`src/rtl/prbs_pkg.sv`:
```
// Shared definitions for the 8-bit PRBS family (x^8+x^4+x^3+x^2+1).
//   prbs_chk_state_e : checker lock state (FILL -> SEARCH -> LOCKED)
//   PRBS8_TAPS       : history taps 3,4,5,7 (hist[0] is the most recent bit)
//   prbs8_expected() : next bit predicted from an 8-bit history
package prbs_pkg;

    typedef enum logic [1:0] {
        FILL   = 2'd0,
        SEARCH = 2'd1,
        LOCKED = 2'd2
    } prbs_chk_state_e;

    localparam logic [7:0] PRBS8_TAPS = 8'b1011_1000;

    // b[n] = b[n-4] ^ b[n-5] ^ b[n-6] ^ b[n-8]; with hist[k] = b[n-1-k]
    // those are history bits 3,4,5,7.
    function automatic logic prbs8_expected(input logic [7:0] hist);
        return ^(hist & PRBS8_TAPS);
    endfunction

endpackage

```
`src/rtl/prbs8_predictor.sv`:
```
// 8-bit history register and next-bit predictor.
//   clk, reset_n     : clock, async active-low reset (history = 0)
//   shift_en_i       : shift one bit into the history
//   clear_i          : zero the history (wins over shift_en_i)
//   sel_expected_i   : shift source: 1 = own prediction, 0 = rx_bit_i
//   rx_bit_i         : received bit
//   expected_o       : predicted value of the next bit
//   history_zero_o   : history is all zeros
module prbs8_predictor
    import prbs_pkg::*;
(
    input  logic clk,
    input  logic reset_n,
    input  logic shift_en_i,
    input  logic clear_i,
    input  logic sel_expected_i,
    input  logic rx_bit_i,
    output logic expected_o,
    output logic history_zero_o
);

    logic [7:0] hist_q;
    logic [7:0] hist_d;
    logic       shift_bit;

    always_comb begin
        shift_bit = sel_expected_i ? expected_o : rx_bit_i;
        hist_d    = hist_q;
        if (clear_i) begin
            hist_d = '0;
        end else if (shift_en_i) begin
            hist_d = {hist_q[6:0], shift_bit};
        end
    end

    always_ff @(posedge clk or negedge reset_n) begin
        if (!reset_n) begin
            hist_q <= '0;
        end else begin
            hist_q <= hist_d;
        end
    end

    assign expected_o     = prbs8_expected(hist_q);
    assign history_zero_o = (hist_q == '0);

endmodule

```
`config.mk`:
```
export PLATFORM = sky130hd
export DESIGN_NAME = prbs8_predictor
export DESIGN_NICKNAME = d
export VERILOG_FILES = /design/src/rtl/prbs_pkg.sv /design/src/rtl/prbs8_predictor.sv
export SDC_FILE = /design/constraint.sdc
export NUM_CORES = 1
export LEC_CHECK = 0
export CAP_MARGIN = 10
export CORE_UTILIZATION = 30
export CTS_BUF_LIST = sky130_fd_sc_hd__clkbuf_8
export DETAILED_ROUTE_END_ITERATION = 7
export PLACE_DENSITY = 0.51
export SLEW_MARGIN = 40
export SYNTH_ARGS = -nofsm -noshare
export SYNTH_HDL_FRONTEND = slang
export SYNTH_SLANG_ARGS = --single-unit
```
`constraint.sdc`:
```
create_clock -name clk -period 1.5 [get_ports clk]
set_input_delay 0.3 -clock clk [delete_from_list [all_inputs] [get_ports clk]]
set_output_delay 0.3 -clock clk [all_outputs]
set_load 0.02 [all_outputs]
```
==> results.md <==
* Status: complete, but fails checks
* Failing checks: setup timing
* Slew HR at 76.6%
* Net Sw Frac at 19.6%
* Ys Warns at 0
* WHS at 0.350 ns
* Non-Filler Instances at 66
* Grt met2 use at 19.1%
* Cell Rows at 12
* First-pass GRT wire length at 1210 um
* F_max at 0.538 GHz
* Max-Cap Viols at 0
* Met1 Use GR at 14.6%
* Vias in the first global route at 299
* Area Growth Syn to Fin at 61.1%
* Largest area contributor in the netlist: dfrtp_1
* Largest net degree at the start of global routing at 10
* Largest cells by area after synthesis: dfrtp_1, mux2i_1, nor2_1
* Share of cells above drive strength 1 at 46.2%
* Combinational share of power at 11.9%
* Synth Cell Area at 393 sq um
* Die Area at 1460 sq um
* CP max FO at 2
* ANT cells at 0
* Vias at 300
* CTS tree: built
* Grt total ovfl at 0
* Latest clock arrival within the worst-skew pair at 0.22 ns
* Syn Nets at 40
* Worst hold path class: input pin to asynchronous set/reset pin
* IO Pins at 8
* Kind of start point of the critical path: flop
* Yosys cell types at 11
* Mapped Cells at 33
* Drt pass-1 iters at 3
* Tmin final at 1.86 ns
* Hpwl dp at 552 um
* # setup viols final at 3
* Final ANT Viol Nets at 0
* Nets at 61
* Worst EP required at 1.20 ns
* Worst-Margin Slew at 0.351 ns
* Placed insts at 62
* Die Height at 38.2 um
* Tot GR Track Use at 13.7%
* Sink Count at 8
* Busiest grt layer: met2
* Root Buffer: clkbuf_8
* Hold Vio Cnt, Final at 0
* Flop pwr share at 41.8%
* Design Power at 0.000535 W
* Deepest clock path buffer count at 2
* Mapped Avg Cell Area at 11.9 sq um
* CP Capture Type: output port
* Arrival time at the worst endpoint at 1.56 ns
* Largest reg by FF count: hist_q
* Initial antenna violation count at 0
* Initial Utilization at 34.0%
* Leak pwr at 0.318 nW
* Final Cycle Share at 124%
* Fin Clk Skew at 0.00279 ns
* Critical path class: flop to output port
* Post-synthesis sequential area ratio at 51.0%
* Vias per cell at 4.55
* Core ar. at 1160 sq um
* WL final at 722 um
* Slack of the critical path at -0.357 ns
* Max FFs per register at 8
* Synth Register Bits at 8
* RSZ-0062 raised after global routing: true
* Max Slew Vio Count at 0
* Setup TNS at -0.661 ns
* Largest regs: hist_q x8
* VDD IR-drop max at 0.456 mV
* Met3 usage at 6.98%
* DRC viols at 0
* # H-tree levels at 1
* Starting DRT DRC Count at 3
* Post-synth top area share at 51.0%
* Switching power at 0.000105 W
* GPL Wtd Cong at 0.723
* Die Width at 38.2 um
* Layout Utilization at 54.8%
* Cell Int Power at 0.000430 W
* Port Buffers at 7
* CTS clk-pin slew, worst paths at 0.04 ns
* Clock share of power at 46.3%
* PD cells at 844 nW/um^2
* Routed wire per std cell at 10.9 um
* Total CTS buffers at 3
[path summary, 6_finish.rpt]
check                                from             end  slack, ns  cells after the start
worst max-delay path            hist_q[4]  history_zero_o      -0.36                      5
worst min-delay path              reset_n       hist_q[3]       0.35                      1
worst max register to register  hist_q[4]       hist_q[0]      -0.07                      6
worst min register to register  hist_q[0]       hist_q[1]       0.63                      3
max in group asynchronous         reset_n       hist_q[0]       0.89                      1
min in group clk                hist_q[0]       hist_q[1]       0.63                      3
[metal layers]
metal,up-vias,wire length (um)
li1,150,-
met1,136,323
met2,9,319
met3,5,54
met4,0,25
met5,-,0
[through the flow]
stage,worst slack (ns),area [sq um]
3_3_place_gp,-0.622,562
2_1_floorplan,-0.0954,408
5_1_grt,-0.398,633
3_5_place_dp,-0.610,562
4_1_cts,-0.369,606
6_report,-0.357,633
[cells in the mapped netlist]
cell      n
a211oi_2  1
buf_1     1
buf_2     1
dfrtp_1   8
ha_1      1
inv_1     2
mux2i_1   8
nor2_1    8
nor4_1    1
or4b_1    1
xor3_2    1
[area by class of cell]
type	count	area (sq um)
fill	99	523
multi-input combinational	21	211
sequential	8	200
timing repair buffer	18	155
clock buffer	3	41.3
tap	14	17.5
inverter	2	7.51
[critical path, stage by stage (launching register included)]
cell and delay, ns:
dfrtp_1 0.38, inv_2 0.08, ha_4 0.11, or4b_4 0.46, nor4_4 0.13, buf_4 0.17
[power groups by stage]
stage / Clock, W / Combinational [W] / Sequential, W
after floorplan: 0 / 0.0000294 / 0.000226
after global placement: 0 / 0.0000609 / 0.000226
after detailed placement: 0 / 0.0000616 / 0.000226
after CTS: 0.000258 / 0.0000624 / 0.000223
after global routing: 0.000273 / 0.0000687 / 0.000223
final: 0.000248 / 0.0000636 / 0.000223
[timing repair]
item | 4_1_cts | 5_1_grt
hold buffers | 0 | 0
endpoints found under the setup margin | 2 | 3
resized for setup | 12 | 5
pin swaps | 0 | 2
buffers inserted | 0 | 1
[logic make-up after synthesis]
| kind of cell | Yosys count | synth area share [%] |
|---|---|---|
| and+or+nand+nor | 10 | 11.8 |
| buffers and inverters | 4 | 4.14 |
| muxes | 8 | 20.4 |
| DFF | 8 | 51.0 |
| xor gates and xnor gates | 1 | 6.37 |
| AOI/OAI and AO/OA | 1 | 3.18 |
| adders and majority gates | 1 | 3.18 |
[cells in the final DEF, fill, tap and decap left out]
master,instances
xor3_2,1
mux2i_1,7
inv_2,2
nor2_1,8
or4b_4,1
ha_4,1
nor4_4,1
buf_6,2
mux2i_2,1
clkbuf_8,3
buf_4,11
dfrtp_1,8
clkdlybuf4s50_1,5
a211oi_2,1
Power figures use the tool's default switching activity.
